## src/rtl/multiway_latched_array.sv

```systemverilog
// N-way register-file array (tag/valid/dirty/LRU) with shared indices and a self-clearing sweep FSM.
// Optional write-forwarding on same-index read/load: define MULTIWAY_LATCHED_ARRAY_BYPASS_EN.
module multiway_latched_array #(
  parameter int unsigned s_index  = 3,
  parameter int unsigned width    = 1,
  parameter int unsigned num_ways = 2
) (
  input  logic                      clk,
  input  logic                      rst_n,
  input  logic                      flush,
  output logic                      ready,
  input  logic                      read,
  input  logic [s_index-1:0]        rindex,
  input  logic [num_ways-1:0]       load,
  input  logic [s_index-1:0]        windex,
  input  logic [width-1:0]          datain,
  output logic [num_ways*width-1:0] dataout,
  output logic                      rvalid
);

  localparam int unsigned num_sets = 1 << s_index;
  localparam int unsigned DW       = num_ways * width;
  localparam logic [s_index-1:0] LAST_IDX = s_index'(num_sets - 1);

  typedef enum logic {
    SWEEP = 1'b0,
    IDLE  = 1'b1
  } state_e;

  state_e              state_q, state_d;
  logic [s_index-1:0]  sweep_idx_q, sweep_idx_d;
  logic                ready_q, ready_d;
  logic                rvalid_q, rvalid_d;
  logic [DW-1:0]       dataout_q, dataout_d;
  logic                sweep_we_c;
  logic                accept_c;

  // Storage: all ways of one set packed together; no reset, the sweep clears it
  logic [DW-1:0]       mem_q [num_sets];

  // Next-state, read path and write strobes
  always_comb begin
    state_d     = state_q;
    sweep_idx_d = sweep_idx_q;
    rvalid_d    = 1'b0;
    dataout_d   = dataout_q;
    sweep_we_c  = 1'b0;
    accept_c    = 1'b0;

    case (state_q)
      SWEEP: begin
        sweep_we_c = 1'b1;
        if (flush) begin
          sweep_idx_d = '0;
        end else if (sweep_idx_q == LAST_IDX) begin
          state_d     = IDLE;
          sweep_idx_d = '0;
        end else begin
          sweep_idx_d = sweep_idx_q + s_index'(1);
        end
      end
      IDLE: begin
        accept_c = 1'b1;
        if (flush) begin
          state_d     = SWEEP;
          sweep_idx_d = '0;
        end
      end
      default: begin
        state_d     = SWEEP;
        sweep_idx_d = '0;
      end
    endcase

    ready_d = (state_d == IDLE);

    if (accept_c && read) begin
      rvalid_d = 1'b1;
      for (int unsigned w = 0; w < num_ways; w++) begin
`ifdef MULTIWAY_LATCHED_ARRAY_BYPASS_EN
        if (load[w] && (rindex == windex)) begin
          dataout_d[w*width +: width] = datain;
        end else begin
          dataout_d[w*width +: width] = mem_q[rindex][w*width +: width];
        end
`else
        dataout_d[w*width +: width] = mem_q[rindex][w*width +: width];
`endif
      end
    end
  end

  // Control and output registers
  always_ff @(posedge clk or negedge rst_n) begin
    if (!rst_n) begin
      state_q     <= SWEEP;
      sweep_idx_q <= '0;
      ready_q     <= 1'b0;
      rvalid_q    <= 1'b0;
      dataout_q   <= '0;
    end else begin
      state_q     <= state_d;
      sweep_idx_q <= sweep_idx_d;
      ready_q     <= ready_d;
      rvalid_q    <= rvalid_d;
      dataout_q   <= dataout_d;
    end
  end

  // Array writes: sweep clear has priority; user loads only while idle
  always_ff @(posedge clk) begin
    if (sweep_we_c) begin
      mem_q[sweep_idx_q] <= '0;
    end else if (accept_c) begin
      for (int unsigned w = 0; w < num_ways; w++) begin
        if (load[w]) begin
          mem_q[windex][w*width +: width] <= datain;
        end
      end
    end
  end

  assign ready   = ready_q;
  assign rvalid  = rvalid_q;
  assign dataout = dataout_q;

endmodule
```

## config.mk

```make
export PLATFORM = sky130hd
export DESIGN_NAME = multiway_latched_array
export DESIGN_NICKNAME = d
export VERILOG_FILES = /design/src/rtl/multiway_latched_array.sv
export SDC_FILE = /design/constraint.sdc
export NUM_CORES = 1
export LEC_CHECK = 0
export CORE_MARGIN = 1
export CORE_UTILIZATION = 35
export DETAILED_ROUTE_END_ITERATION = 10
export PLACE_DENSITY = 0.58
export SYNTH_ARGS = -nofsm -noshare
export SYNTH_HDL_FRONTEND = slang
export SYNTH_SLANG_ARGS = --single-unit
```

## constraint.sdc

```tcl
create_clock -name clk -period 1.7 [get_ports clk]
set_input_delay 0.255 -clock clk [delete_from_list [all_inputs] [get_ports clk]]
set_output_delay 0.255 -clock clk [all_outputs]
set_load 0.01 [all_outputs]
```

==> flow_summary.ini <==
[logic_synthesis]
synthArstFlopShare = 0.304
avgSynthCellArea_sq_um = 13.3
synthFlopType = edfxtp_1
syn_nets = 101
netlist_top_cells_area = edfxtp_1, dfrtp_1, mux2i_1
ys_ff_latch = 23
yosysMostFrequentCell = edfxtp_1
syn-instance-count = 86
synth-edff-count = 16
synth_cell_types = 24
synth.top_cells.by_count = edfxtp_1, mux2i_1, nor3_1, dfrtp_1, nor2_1
yosysSeqAreaShare = 0.573
yosys_warnings = 0
syn_area_sq_um = 1140
synth_area_leader_cell = edfxtp_1
synth_top_area_frac = 0.420

[sta]
worst_slack_ns = 0.0462
hold_viol = 0
tightest_slew_ns = 0.526
setup_tns_ns = 0
slew-limit-headroom = 0.649
rsz0062_at_grt = false
holdWs_ns = 0.182
max_clock_freq_mhz = 605
finClkSkew_ns = 0.00877
finalCritPeriodShare = 0.973
drv_slew = 0
period_needed_ns = 1.65
finalSetupViolCount = 0

[clock_tree]
clk_latency_ns = 0.31
clock-sinks = 23
clk_pin_slew_ns = 0.13
clockRootBuffer = clkbuf_4
cts_tree = yes
cts_buffer_depth = 2
hold_buffers = 0
numCtsBuffers = 3
htreeDepth = 1

[placed_design]
port_buffers = 16
globalplace.congestion = 0.841
pre_cts_slack_ns = -0.375
dpl.hpwl_microns = 1540

[routing]
viasPerCell = 4.67
num_vias = 728
drt-total-wl_microns = 1990
dr.pass1.iters = 4
ant_nets = 0
drc = 0
wl_per_cell_microns = 12.8
dr.first_iter.drc_count = 26

[outcome]
status = complete, no violations

[layout]
seq_area_sq_um = 656
nFillCells = 290
syn2layout_area_growth_pct = 29.7
multiInputGateArea_sq_um = 493
num-nets-final = 128
final_util = 0.483
antenna_cells = 0
drive_gt1_frac = 0.232

[setup_path]
regToRegStartpoint = ready
crit_chain = clkdlybuf4s50_1, o21ai_4, mux2_4, nor3_1
cp.arrival_ns = 1.67
cp-startpoint = load[1]
crit_path_end_kind = flip-flop
crit_slowest_cell = clkdlybuf4s50_1
criticalPathCategory = input pin to flip-flop
cp_max_fo = 8
startpoint_type = input pin
cp.required_ns = 1.71
critPathMaxStageDelay_ns = 0.46

[grt]
track_usage = 0.135
antenna_found_initial = 0
grt-ovfl-total = 0
grt_pass1_wl_microns = 3420
grt_max_degree = 17
grt_pass1_vias = 741

[floorplanning]
design.die.area_sq_um = 3500
ios = 17
start_util = 0.372
fp.dieW_microns = 59.2
rows = 20
die_h_microns = 59.2
core_area_sq_um = 3080

[flow_run]
drv_cap = 0

[power_and_ir_drop]
p_leak_uw = 0.000595
cellPowerDensity_nw_per_um2 = 758
ir_drop_uv = 278
power_uw = 1130

[min_path]
hold_path_class = input pin to async pin
## routing by layer
| metal | up-vias | share of wire | global-route usage |
|---|---|---|---|
| met4 | 0 | 0.012 | 0.0714 |
| li1 | 377 | - | - |
| met2 | 10 | 0.49 | 0.215 |
| met5 | - | 0 | 0 |
| met1 | 339 | 0.48 | 0.181 |
| met3 | 2 | 0.020 | 0.0131 |
## flip-flops by register name (all words and copies together), names as in the netlist
name / count
mem_q: 16
sweep_idx_q: 3
dataout: 2
ready: 1
rvalid: 1
## final cells by class
cell class,count,share of cell area
multi-input cells,58,0.332
clock inverters,1,0.00337
well taps,44,0.0371
inverters,2,0.00505
clock buffers,3,0.0152
flip-flops and latches,23,0.441
repair buffers,25,0.166
## through the flow
stage | instances | area (sq um)
6_report | 156 | 1490
3_5_place_dp | 150 | 1400
5_1_grt | 156 | 1490
3_3_place_gp | 150 | 1400
4_1_cts | 155 | 1440
2_1_floorplan | 86 | 1140
## critical path, delay by kind of cell
family / cells / cell delay (ns)
buf+inv: 1 / 0.46
mux: 1 / 0.40
compound gates: 1 / 0.32
simple gates: 1 / 0.23
## kinds of logic after synthesis
| family | after synthesis | synth area share |
|---|---|---|
| and+or+nand+nor | 30 | 0.141 |
| AOI/OAI and AO/OA | 10 | 0.0601 |
| muxes | 16 | 0.177 |
| adders and majority gates | 2 | 0.0219 |
| buffers and inverters | 5 | 0.0273 |
| DFF | 23 | 0.573 |
## worst paths after layout
kind	endpoint	slack, ns	cells past startpoint
min	sweep_idx_q[0]	0.18	1
max in group asynchronous	dataout[0]	1.29	1
max reg2reg	mem_q[2][1]	0.10	4
max	mem_q[2][1]	0.05	4
min in group clk	dataout[0]	0.51	2
min reg2reg	dataout[0]	0.51	2
## layout by cell type (no fill, tap or decap), types with 3 or more instances in the layout
master / instances
edfxtp_1: 16
clkdlybuf4s50_1: 15
mux2i_1: 11
nor3_1: 9
dfrtp_1: 7
buf_4: 7
nor2_1: 6
nand2_1: 4
nor3b_2: 4
a21oi_1: 3
clkbuf_4: 3
## power by group
group,switching [uW],total (uW),internal [uW]
Combinational,98.8,223,124
Sequential,21.3,654,633
Clock,161,249,87.8
## what timing repair did
item | 4_1_cts | 5_1_grt
hold endpoints to repair | 0 | 0
setup endpoints to repair | 4 | 26
pin swaps | 0 | 1
gates resized for setup | 2 | 7
setup buffers | 1 | 1
No activity file was read; power rests on OpenSTA's default activity.
